File: config.mk
export PLATFORM = sky130hd
export DESIGN_NAME = watch_uart_formatter
export DESIGN_NICKNAME = d
export VERILOG_FILES = /design/src/rtl/watch_pkg.sv /design/src/rtl/watch_bcd_ascii.sv /design/src/rtl/watch_uart_formatter.sv
export SDC_FILE = /design/constraint.sdc
export NUM_CORES = 1
export LEC_CHECK = 0
export CAP_MARGIN = 10
export CORE_MARGIN = 10
export CORE_UTILIZATION = 50
export CTS_BUF_LIST = sky130_fd_sc_hd__clkbuf_4 sky130_fd_sc_hd__clkbuf_8
export CTS_CLUSTER_SIZE = 28
export DETAILED_ROUTE_END_ITERATION = 7
export PLACE_DENSITY = 0.81
export SLEW_MARGIN = 20
export SYNTH_ARGS = -nofsm -noshare
export SYNTH_HDL_FRONTEND = slang
export SYNTH_SLANG_ARGS = --single-unit
File: constraint.sdc
create_clock -name iClk -period 5.7 [get_ports iClk]
set_clock_uncertainty 0.15 [all_clocks]
set_input_delay 0.855 -clock iClk [delete_from_list [all_inputs] [get_ports iClk]]
set_output_delay 0.855 -clock iClk [all_outputs]
set_load 0.02 [all_outputs]
File: src/rtl/watch_pkg.sv
// Shared constants, state encoding and time layout for the watch UART formatter.
// Holds the frame length, ASCII constants, FSM states and the BCD time struct.
package watch_pkg;

    localparam int         FRAME_LEN = 13;
    localparam logic [3:0] LAST_IDX  = 4'(FRAME_LEN - 1);

    localparam logic [7:0] ASCII_COLON = 8'h3A;
    localparam logic [7:0] ASCII_DOT   = 8'h2E;
    localparam logic [7:0] ASCII_CR    = 8'h0D;
    localparam logic [7:0] ASCII_LF    = 8'h0A;
    localparam logic [7:0] ASCII_QMARK = 8'h3F;
    localparam logic [7:0] ASCII_ZERO  = 8'h30;

    typedef enum logic {
        ST_IDLE = 1'b0,
        ST_SEND = 1'b1
    } state_t;

    // Each field holds two BCD digits, tens digit in the upper nibble.
    typedef struct packed {
        logic [7:0] hh;
        logic [7:0] mm;
        logic [7:0] ss;
        logic [7:0] cc;
    } bcd_time_t;

endpackage

File: src/rtl/watch_bcd_ascii.sv
// Purpose: one BCD digit to its ASCII character, '?' for codes above 9.
// Latency: combinational. Backpressure: none, pure function.
module watch_bcd_ascii
    import watch_pkg::*;
(
    input  logic [3:0] bcd_dat,
    output logic [7:0] ascii_dat
);

    assign ascii_dat = (bcd_dat > 4'd9) ? ASCII_QMARK : (ASCII_ZERO | {4'h0, bcd_dat});

endmodule

File: src/rtl/watch_uart_formatter.sv
// Purpose: serialise a BCD time snapshot as "HH:MM:SS.cc\r\n"; WATCH_UART_AUTO_SEND_EN adds a periodic start.
// Latency: first byte 1 cycle after the start event, 14 cycles to the last byte at full rate.
// Backpressure: byte and valid held while iTxReady is low; one start event is queued during a frame.
module watch_uart_formatter
    import watch_pkg::*;
#(
    parameter int P_AUTO_PERIOD_MS = 1000
) (
    input  logic        iClk,
    input  logic        iRst,
    input  logic        iTick1kHz,
    input  logic [31:0] iFullData,
    input  logic        iSendReq,
    output logic [7:0]  oTxData,
    output logic        oTxValid,
    input  logic        iTxReady,
    output logic        oBusy,
    output logic        oFrameDone
);

    state_t     state_q, state_d;
    logic [3:0] idx_q, idx_d;
    bcd_time_t  snap_q, snap_d;
    logic       pend_q, pend_d;
    logic       done_q, done_d;

    logic       start_evt;
    logic       xfer;
    logic [3:0] nib_sel;
    logic [7:0] digit_ascii;
    logic [7:0] byte_mux;

`ifdef WATCH_UART_AUTO_SEND_EN
    localparam logic [15:0] AUTO_LAST = 16'(P_AUTO_PERIOD_MS - 1);

    logic [15:0] auto_cnt_q, auto_cnt_d;
    logic        auto_evt;

    always_comb begin
        auto_cnt_d = auto_cnt_q;
        auto_evt   = 1'b0;
        if (iTick1kHz) begin
            if (auto_cnt_q == AUTO_LAST) begin
                auto_cnt_d = '0;
                auto_evt   = 1'b1;
            end else begin
                auto_cnt_d = auto_cnt_q + 16'd1;
            end
        end
    end

    always_ff @(posedge iClk) begin
        if (iRst) begin
            auto_cnt_q <= '0;
        end else begin
            auto_cnt_q <= auto_cnt_d;
        end
    end

    assign start_evt = iSendReq | auto_evt;
`else
    logic unused_auto_cfg;
    assign unused_auto_cfg = iTick1kHz | (P_AUTO_PERIOD_MS == 0);
    assign start_evt       = iSendReq;
`endif

    assign oTxValid   = (state_q == ST_SEND);
    assign oBusy      = oTxValid;
    assign oFrameDone = done_q;
    assign xfer       = oTxValid & iTxReady;

    // Byte index to digit position; separator slots leave the nibble unused.
    always_comb begin
        nib_sel = 4'h0;
        case (idx_q)
            4'd0:    nib_sel = snap_q.hh[7:4];
            4'd1:    nib_sel = snap_q.hh[3:0];
            4'd3:    nib_sel = snap_q.mm[7:4];
            4'd4:    nib_sel = snap_q.mm[3:0];
            4'd6:    nib_sel = snap_q.ss[7:4];
            4'd7:    nib_sel = snap_q.ss[3:0];
            4'd9:    nib_sel = snap_q.cc[7:4];
            4'd10:   nib_sel = snap_q.cc[3:0];
            default: nib_sel = 4'h0;
        endcase
    end

    watch_bcd_ascii u_bcd_ascii (
        .bcd_dat   (nib_sel),
        .ascii_dat (digit_ascii)
    );

    always_comb begin
        byte_mux = digit_ascii;
        case (idx_q)
            4'd2, 4'd5: byte_mux = ASCII_COLON;
            4'd8:       byte_mux = ASCII_DOT;
            4'd11:      byte_mux = ASCII_CR;
            4'd12:      byte_mux = ASCII_LF;
            default:    byte_mux = digit_ascii;
        endcase
    end

    assign oTxData = oTxValid ? byte_mux : 8'h00;

    // A queued start leaves exactly one IDLE cycle so the done pulse stays separate.
    always_comb begin
        state_d = state_q;
        idx_d   = idx_q;
        snap_d  = snap_q;
        pend_d  = pend_q;
        done_d  = 1'b0;
        case (state_q)
            ST_IDLE: begin
                if (start_evt || pend_q) begin
                    snap_d  = iFullData;
                    idx_d   = '0;
                    pend_d  = 1'b0;
                    state_d = ST_SEND;
                end
            end
            ST_SEND: begin
                if (start_evt) begin
                    pend_d = 1'b1;
                end
                if (xfer) begin
                    if (idx_q == LAST_IDX) begin
                        state_d = ST_IDLE;
                        done_d  = 1'b1;
                    end else begin
                        idx_d = idx_q + 4'd1;
                    end
                end
            end
            default: state_d = ST_IDLE;
        endcase
    end

    always_ff @(posedge iClk) begin
        if (iRst) begin
            state_q <= ST_IDLE;
            idx_q   <= '0;
            snap_q  <= '0;
            pend_q  <= 1'b0;
            done_q  <= 1'b0;
        end else begin
            state_q <= state_d;
            idx_q   <= idx_d;
            snap_q  <= snap_d;
            pend_q  <= pend_d;
            done_q  <= done_d;
        end
    end

endmodule

# --- Yosys cells after proc, flatten, opt, wreduce, memory -nomap -nowiden ---
# Index checks and enable logic that the tools add are counted.
word_totals:
  out_inout_bits: 11
  in_bits: 37
  wordCells: 52
  reg_bits: 39
op_classes:
  n_reduce_logical: 7
  n_bitwise: 3
  eq_ne: 16
  mux: 16
  addsub: 1
  order_cmp: 1
op_table:
  columns: ["operator", "count"]
  rows:
  - ["case mux 4 bit (8 select lines)", 1]
  - ["case mux 8 bit (4 select lines)", 1]
  - ["equality test 4 bit (second input constant)", 5]
  - ["equality test 4 x 3 -> 1 bit (second input constant)", 4]
  - ["2-to-1 mux 4 bit", 4]
  - ["equality test 4 x 2 -> 1 bit (second input constant)", 2]
  - ["2-to-1 mux 8 bit", 1]
  - ["case mux 4 bit (2 select lines)", 1]
  - ["2-to-1 mux 1 bit", 6]
  - ["inequality test 2 bit (second input constant)", 3]
  - ["adder 4 x 1 -> 4 bit (second input constant)", 1]
  - ["equality test 4 x 1 -> 1 bit (second input constant)", 1]
  - ["greater-than comparator 4 bit (second input constant)", 1]
  - ["logical NOT 4 bit", 1]
  - ["case mux 1 bit (2 select lines)", 2]
  - ["AND reduction 2 bit", 2]
  - ["AND reduction 3 bit", 1]
  - ["OR reduction 3 bit", 1]
  - ["inequality test 2 x 1 -> 1 bit (second input constant)", 1]
  - ["inverter 1 bit", 2]
  - ["OR reduction 2 bit", 1]
  - ["AND 1 bit", 1]
  - ["logical OR 1 bit", 1]

# --- Depth between registers and ports, before layout ---
# Gate-level depths: netlist of the first run.
logic_depth:
  depth_word: 6
  ltp_mapped: 8
  ltp_nobuf: 7

# --- Hierarchy ---
# A second synthesis of the first run with hierarchy kept.
hier_totals:
  cells_unflattened: 262
  hier_area_um2: 2167.1
by_module_without_submodules:
  columns: ["mod", "area_each_um2", "n_inst", "cells_per_inst", "seq_area_each_um2"]
  rows:
  - ["watch_uart_formatter", 2099.5, 1, 251, 780.7]
  - ["watch_bcd_ascii", 67.6, 1, 11, 0.0]

# --- Least setup slack after synthesis of the first run ---
# OpenSTA, ideal clock, no wires.
synth_timing:
  path_kind: "register to output"
  from: "reg idx_q[0]"
  to: "out oTxData[0]"
  path_buffers: 1
  arrival_ps: 1717
  path_slack_ps: 2978
  stages_incl_launch_ff: 9
  required_time_ps: 4695
  cell_sequence: "dfxtp_1 inv_1 ha_1 buf_6 a222oi_1 nor2_1 a31oi_1 o221ai_1 o221a_1"
synth_via:
  elab_chain_cells: 6
  word_cells_on_any_way: 19
  cone_classes: "order compare (1); eq/ne (12); mux (4); reduce/logical (2)"
synth_lines:
  columns: ["element", "line_no", "text"]
  rows:
  - ["from (decl)", "watch_uart_formatter.sv:22", "logic [3:0] idx_q, idx_d;"]
  - ["from (signal assigned)", "watch_uart_formatter.sv:148", "idx_q <= idx_d;"]
  - ["equality test 4 bit, or another cell as far along", "watch_uart_formatter.sv:75", "case (idx_q)"]
  - ["case mux 4 bit (8 select lines)", "watch_uart_formatter.sv:75", null]
  - ["greater-than comparator 4 bit", "watch_bcd_ascii.sv:10", "assign ascii_dat = (bcd_dat > 4'd9) ? ASCII_QMARK : (ASCII_ZERO | {4'h0, bcd_dat});"]
  - ["2-to-1 mux 4 bit", "watch_bcd_ascii.sv:10", null]
  - ["case mux 8 bit (4 select lines) (*)", "watch_uart_formatter.sv:95", "case (idx_q)"]
  - ["2-to-1 mux 8 bit (*)", "watch_uart_formatter.sv:104", "assign oTxData = oTxValid ? byte_mux : 8'h00;"]
  - ["to (decl)", "watch_uart_formatter.sv:14", "output logic [7:0] oTxData,"]
# Mark *: on every way between the ends. The rest lies on a longest branch, timed or not.

# --- Worst setup path after layout of the first run ---
# Ends and elaborated chain as after synthesis.

==> metrics.md, run 1 <==
| Metric | Value |
|---|---|
| Cell accounting for the most synthesized area | dfxtp_1 |
| Largest net degree at the start of global routing | 39 |
| Clock period minus worst slack | between 3 and 4 ns |
| # rows | 22 |
| Max_slew headroom | 53.37% |
| Vias in the first global route | ~1600 |
| Max-Cap Viols | 0 |
| DP Wirelength | 3075 um |
| Ys async rst share | 0% |
| CP Cell Sequence | inv_1, ha_1, a222oi_1, nor2_1, a31oi_1, o221ai_1, o221a_1, clkdlybuf4s50_1 |
| Initial core utilization | 51.76% |
| Worst hold-check path type | flop to flop |
| DR vias/cell | 5.260 |
| I/O pin total | 48 |
| Cts repair resizes | 0 |
| Cells after Synth | 239 |
| CTS buffer count | 5 |
| GRT Residual Overflow | 0 |
| Seq/Total Area, Yosys | 40.89% |
| # Post-CTS Setup Buffers | 0 |
| Crit path required time | 4.70 ns |
| Slew @ Worst Pin | 0.6986 ns |
| Average size of a mapped cell | 7.989 um^2 |
| Clk sinks | 39 |
| Share of cells above drive strength 1 | about 8.1% |
| Drt drc | 0 |
| CP Data Arrival Time | between 2 and 3 ns |
| Final #Nets | 311 |
| Die area | 6690 um^2 |
| CTS tree | done |
| Critical path's slowest cell | clkdlybuf4s50_1 |
| First-pass GRT wire length | 7155 um |
| RSZ-0062 raised after global routing | false |
| Critical Path Start Type | flop |
| Filler cells | 364 |
| Placer Congestion | between 0.8 and 0.9 |
| Clk_lat worst skew | 0.29 ns |
| Crit path max fanout | 13 |
| Worst setup path class | flop to output port |
| DRT Pass-1 Iters | 4 |
| Post-DRT Antenna Nets | 0 |
| Hold_buf cts | 0 |
| Area Growth Syn to Fin | 24.25% |
| TNS Setup | 0 ns |
| Yosys warns | 0 |
| # setup viols final | 0 |
| Die width | 81.80 um |
| Peak supply drop | 0.1364 mV |
| R2R Setup Slk | 3.70 ns |
| Vert. Die Dim | 81.80 um |
| Synth unique cells | 46 |
| PD cells | 254.0 nW/um^2 |
| Crit-path max cell delay | ~0.55 ns |
| Share of the synthesized area in the top cell type | 40.89% |
| Post-synth EDFFs | 0 |
| Antenna violations before repair | 0 |
| Fin. Hold Viols | 0 |
| Total routed wirelength | approximately 4300 um |
| Antenna fix cells | 0 |
| Final period util | 66.63% |
| Clock Tree Buf Depth | 2 |
| Status | completed |
| PortBufs | 44 |
| Main synth FF type | dfxtp_1 |
| CTS clk-pin slew, worst paths | 0.07 ns |
| Area contributors post-synth | dfxtp_1, nand2_1, a21oi_1 |
| Post-Syn Area | 1909 um^2 |
| Lkg Pwr | 0.8748 nW |
| Crit path capture type | output port |
| Detailed-route via count | 1678 |
| Total chip power | 602.7 uW |
| Initial drt markers | 105 |
| All-Layer GR Usage | 13.64% |
| Core area | 3689 um^2 |
| #FFs+latches synth | 39 |
| Wire per inst | roughly 14 um |
| Max H-tree Level | 2 |
| Max Slew Vio Count | 0 |
| Root Buffer | clkbuf_8 |
| Max Fclk | 0.2633 GHz |
==> cells in the final DEF (no fill, tap or decap), drive strengths merged, types with 2 or more instances in the layout <==
cell type      synthesis  routed
nand2                 69      69
nor2b                  3       3
clkdlybuf4s50          0      44
nand4                  2       2
clkbuf                10       8
ha                     4       4
a22oi                  8       8
a21boi                 2       2
a222oi                 2       2
buf                   13       2
nor2                  11      11
and3                   2       2
inv                    3       3
conb                   1       2
and2                   2       2
a21oi                 39      39
o211ai                 2       2
nand3                  2       2
dfxtp                 39      39
nor3                   2       2
mux2i                  2       2
a221oi                 2       2
mux2                   3       3
o21ai                  4       4
==> report_power, final <==
| part | switching [mW] | internal, mW | total [mW] |
|---|---|---|---|
| Clock | 0.0910 | 0.115 | 0.206 |
| Combinational | 0.0479 | 0.0483 | 0.0963 |
| Sequential | 0.0109 | 0.289 | 0.300 |
| Total | 0.150 | 0.453 | 0.603 |
==> routing by layer <==
| metal | up-vias | GRT usage (%) | share of wire [%] |
|---|---|---|---|
| met1 | 758 | 16.50 | 45 |
| met5 | - | 0 | 0 |
| met4 | 0 | 5.612 | 1.5 |
| met3 | 8 | 5.022 | 6.9 |
| met2 | 45 | 21.39 | 47 |
| li1 | 867 | - | - |
==> logic make-up after synthesis <==
| family | share of synthesized area, % |
|---|---|
| other | 0.1964 |
| AO/OA/AOI/OAI | 21.95 |
| adder cells (fa/ha/maj) | 2.621 |
| buffers and inverters | 8.978 |
| multiplexers | 3.211 |
| XOR/XNOR | 0.9176 |
| flip-flops | 40.89 |
| AND/OR/NAND/NOR | 21.23 |
==> critical path: cells and delay by family (launching register included) <==
family / cells / cell delay [ns]
AOI/OAI and AO/OA: 4 / 1.00
adders and majority gates: 1 / 0.38
buffers and inverters: 2 / 0.64
DFF: 1 / 0.41
and+or+nand+nor: 1 / 0.08
==> flip-flops by register name (all words and copies together), names as in the netlist <==
name,flops
idx_q,4
oBusy,1
oFrameDone,1
pend_q,1
snap_q,32
==> through the flow <==
stage	util (%)	instances	cell area, um^2	hold slack [ns]	setup slack (ns)
2_1_floorplan	-	240	1913	0.2817	2.978
3_3_place_gp	61.50	311	2268	0.2915	2.246
3_5_place_dp	61.50	311	2268	0.2980	2.256
4_1_cts	64.31	319	2372	0.3077	1.914
5_1_grt	64.31	319	2372	0.3170	1.665
6_report	64.31	319	2372	0.3049	1.902
==> worst paths after layout <==
check	from	end	depth (start not counted)
worst max register to register	idx_q[0]	idx_q[3]	7
worst min register to register	snap_q[6]	snap_q[6]	2
worst max-delay path	idx_q[0]	oTxData[0]	8
worst min-delay path	snap_q[6]	snap_q[6]	2
==> area by class of cell <==
cell class | count | area (um^2) | area share, %
multi-input cells | 175 | 960.9 | 40.51
flip-flops and latches | 39 | 780.7 | 32.91
repair buffers | 46 | 455.4 | 19.20
clock buffers | 8 | 103.9 | 4.378
well taps | 48 | 60.06 | 2.532
inverters | 3 | 11.26 | 0.4747
==> synthesized netlist by cell type, types with 3 or more instances <==
cell and instances:
nor2b_1 3, nand2_1 69, buf_6 4, a22oi_1 8, dfxtp_1 39, buf_4 5, nor2_1 9, clkbuf_1 8
ha_1 4, a21oi_1 38, buf_2 4
(Power assumes the default switching activity.)
==> inputs of run 2 (changes only) <==
--- a/config.mk
+++ b/config.mk
@@ -7,11 +7,11 @@
 export LEC_CHECK = 0
 export CAP_MARGIN = 10
 export CORE_MARGIN = 10
-export CORE_UTILIZATION = 50
+export CORE_UTILIZATION = 46
 export CTS_BUF_LIST = sky130_fd_sc_hd__clkbuf_4 sky130_fd_sc_hd__clkbuf_8
 export CTS_CLUSTER_SIZE = 28
 export DETAILED_ROUTE_END_ITERATION = 7
-export PLACE_DENSITY = 0.81
+export PLACE_DENSITY = 0.79
 export SLEW_MARGIN = 20
 export SYNTH_ARGS = -nofsm -noshare
 export SYNTH_HDL_FRONTEND = slang
==> constraint.sdc (replaced) <==
create_clock -name iClk -period 3.4 [get_ports iClk]
set_clock_uncertainty 0.15 [all_clocks]
set_input_delay 0.51 -clock iClk [delete_from_list [all_inputs] [get_ports iClk]]
set_output_delay 0.51 -clock iClk [all_outputs]
set_load 0.02 [all_outputs]
==> run 2 against run 1 <==
  * Clock power is 69% higher
  * Critical path depth unchanged
  * Sequential share of layout area shrank 0.41 points
  * Die area rose by 6.5%
  * Core utilization down 4.2 points
  * Combinational power up 71%
  * Non-clock buffer count up 2
  * Final cell count up 1.3%
  * Power is 69% higher
  * Routed wire length increased by 7.8%
  * Via count up 1.5%
  * Critical path type unchanged
  * Critical endpoint is now oTxData[2]
  * Largest cell class unchanged
  * Largest power group unchanged
  * Highest routed layer unchanged
==> metrics.md, run 2 (same netlist as run 1, synthesis figures left out) <==
| Metric | Value |
|---|---|
| GR Layer Usage met1 | 14.36% (was 16.50%) |
| Clk_lat worst skew | 0.29 ns (about the same) |
| CP Data Arrival Time | 2.58 ns (was 2.79 ns) |
| Largest net degree at the start of global routing | 34 (was 39) |
| DRT Pass-1 Iters | 6 (was 4) |
| DP Worst Slack | 0.3081 ns (was 2.256 ns) |
| Vias in the first global route | 1720 (was 1555) |
| Fin. Hold Viols | 0 (unchanged) |
| Initial core utilization | 47.73% (was 51.76%) |
| CTS tree | done (unchanged) |
| Drt drc | 0 (unchanged) |
| Hold WS | 0.3086 ns (was 0.3049 ns) |
| Lkg Pwr | 0.8976 nW (was 0.8748 nW) |
| Max Slew Vio Count | 0 (unchanged) |
| Placer Congestion | 0.8793 (was 0.8375) |
| DP Wirelength | 3326 um (was 3075 um) |
| Crit path max fanout | 13 (unchanged) |
| Crit path capture type | output port (unchanged) |
| Die width | 84.43 um (was 81.80 um) |
| Clock period minus worst slack | 3.237 ns |
| Max-Cap Viols | 0 (unchanged) |
| Final period util | 95.21% |
| First-pass GRT wire length | 7817 um (was 7155 um) |
| Crit path required time | 2.74 ns (was 4.70 ns) |
| Root Buffer | clkbuf_8 (unchanged) |
| CTS buffer count | 5 (unchanged) |
| Critical Path Start Type | flop (unchanged) |
| PD cells | 423.1 nW/um^2 (was 254.0 nW/um^2) |
| CTS clk-pin slew, worst paths | 0.07 ns (about the same) |
| Most common cell after layout, fill and taps aside | nand2_1 (unchanged) |
| Status | completed (unchanged) |
| Final #Nets | 313 (was 311) |
| Most frequent cells in the layout | nand2_1, clkdlybuf4s50_1, a21oi_1, dfxtp_1, nor2_1 (was nand2_1, clkdlybuf4s50_1, dfxtp_1) |
| Final worst slack | 0.1630 ns (was 1.902 ns) |
| Grt met2 use | 22.34% (was 21.39%) |
| Slew @ Worst Pin | 0.7095 ns (was 0.6986 ns) |
| Initial drt markers | 130 (was 105) |
| Max Fclk | 0.3089 GHz |
| DR vias/cell | 5.272 (was 5.260) |
| Max_slew headroom | 52.65% (was 53.37%) |
| GRT Residual Overflow | 0 (unchanged) |
| Share of cells above drive strength 1 | 10.99% (was 8.118%) |
| Clk sinks | 39 (unchanged) |
| Top reg by flops | snap_q (unchanged) |
| Top Usage Layer GRT | met2 (unchanged) |
| # rows | 23 (was 22) |
| TNS Setup | 0 ns (unchanged) |
| Area Growth Syn to Fin | 26.02% (was 24.25%) |
| Clock Tree Buf Depth | 2 (unchanged) |
| # setup viols final | 0 (unchanged) |
| Die area | 7128 um^2 (was 6690 um^2) |
| Total routed wirelength | 4662 um (was 4324 um) |
| Max H-tree Level | 2 (unchanged) |
| Antenna fix cells | 0 (unchanged) |
| Worst hold-check path type | flop to flop (unchanged) |
| All-Layer GR Usage | 13.05% (was 13.64%) |
| Wire per inst | 14.43 um (was 13.55 um) |
| Largest register FFs | 32 (unchanged) |
| Met3 Use GR | 4.155% (was 5.022%) |
| Filler cells | 390 (was 364) |
| Antenna violations before repair | 0 (unchanged) |
| Peak supply drop | 0.2914 mV (was 0.1364 mV) |
| Detailed-route via count | 1703 (was 1678) |
| Final std cells w/o fill | 323 (was 319) |
| Post-DRT Antenna Nets | 0 (unchanged) |
| I/O pin total | 48 (unchanged) |
| Worst setup path class | flop to output port (unchanged) |
| PortBufs | 44 (unchanged) |
| RSZ-0062 raised after global routing | true (was false) |
| Vert. Die Dim | 84.43 um (was 81.80 um) |
| Biggest regs | snap_q: 32 flops, idx_q: 4 flops (unchanged) |
| Placed Instances | 315 (was 311) |
| Core area | 4000 um^2 (was 3689 um^2) |
## run 2: cell count changes in the layout (fill, tap and decap cells not counted), sizes merged
cell,change
buf,+2
clkdlybuf4s50,-1
dlymetal6s2s,+1
## run 2: what timing repair did
| item | CTS | global route |
|---|---|---|
| buffers inserted | 0 | 0 |
| setup endpoints to repair | 2 | 4 |
| gates resized for setup | 2 | 5 |
| hold buffers | 0 | 0 |
| pin swaps | 1 | 1 |
## run 2: worst paths after layout
check | slack, ns | end | depth (start not counted) | startpoint
max | 0.16 | oTxData[2] | 8 | idx_q[1]
min | 0.31 | snap_q[30] | 2 | snap_q[30]
max reg2reg | 1.53 | snap_q[4] | 4 | oBusy
min reg2reg | 0.31 | snap_q[30] | 2 | snap_q[30]
## run 2: per-layer routing
layer,routed length [um],vias up
li1,-,869
met1,2096,783
met2,2221,41
met3,226,10
met4,117,0
met5,0,-
## run 2: final cells by class
type	count	area (um^2)	share of cell area (%)
timing repair buffer	48	473.0	19.66
clock buffer	8	103.9	4.316
multi-input combinational	175	973.4	40.46
sequential	39	782.0	32.50
inverter	3	11.26	0.4680
tap	50	62.56	2.600
## run 2: through the flow
step	utilization, %	cell area, um^2	power, mW
final	60.15	2406	1.018
after global routing	60.15	2406	1.058
after CTS	59.87	2395	1.020
after detailed placement	57.15	2286	0.6786
after global placement	57.15	2286	0.6751
after floorplan	-	1913	0.6110
## run 2: power by group
part	internal, mW	total [mW]	switching [mW]
clock	0.193	0.349	0.156
combinational	0.0816	0.165	0.0832
sequential	0.485	0.504	0.0191
## run 2: critical path, stage by stage, from the launching register on
cell	delay (ns)
dfxtp_1	0.35
inv_1	0.09
ha_2	0.35
a22oi_1	0.12
a32oi_1	0.26
o21ai_2	0.11
o211ai_1	0.16
and4b_1	0.22
clkdlybuf4s50_1	0.61
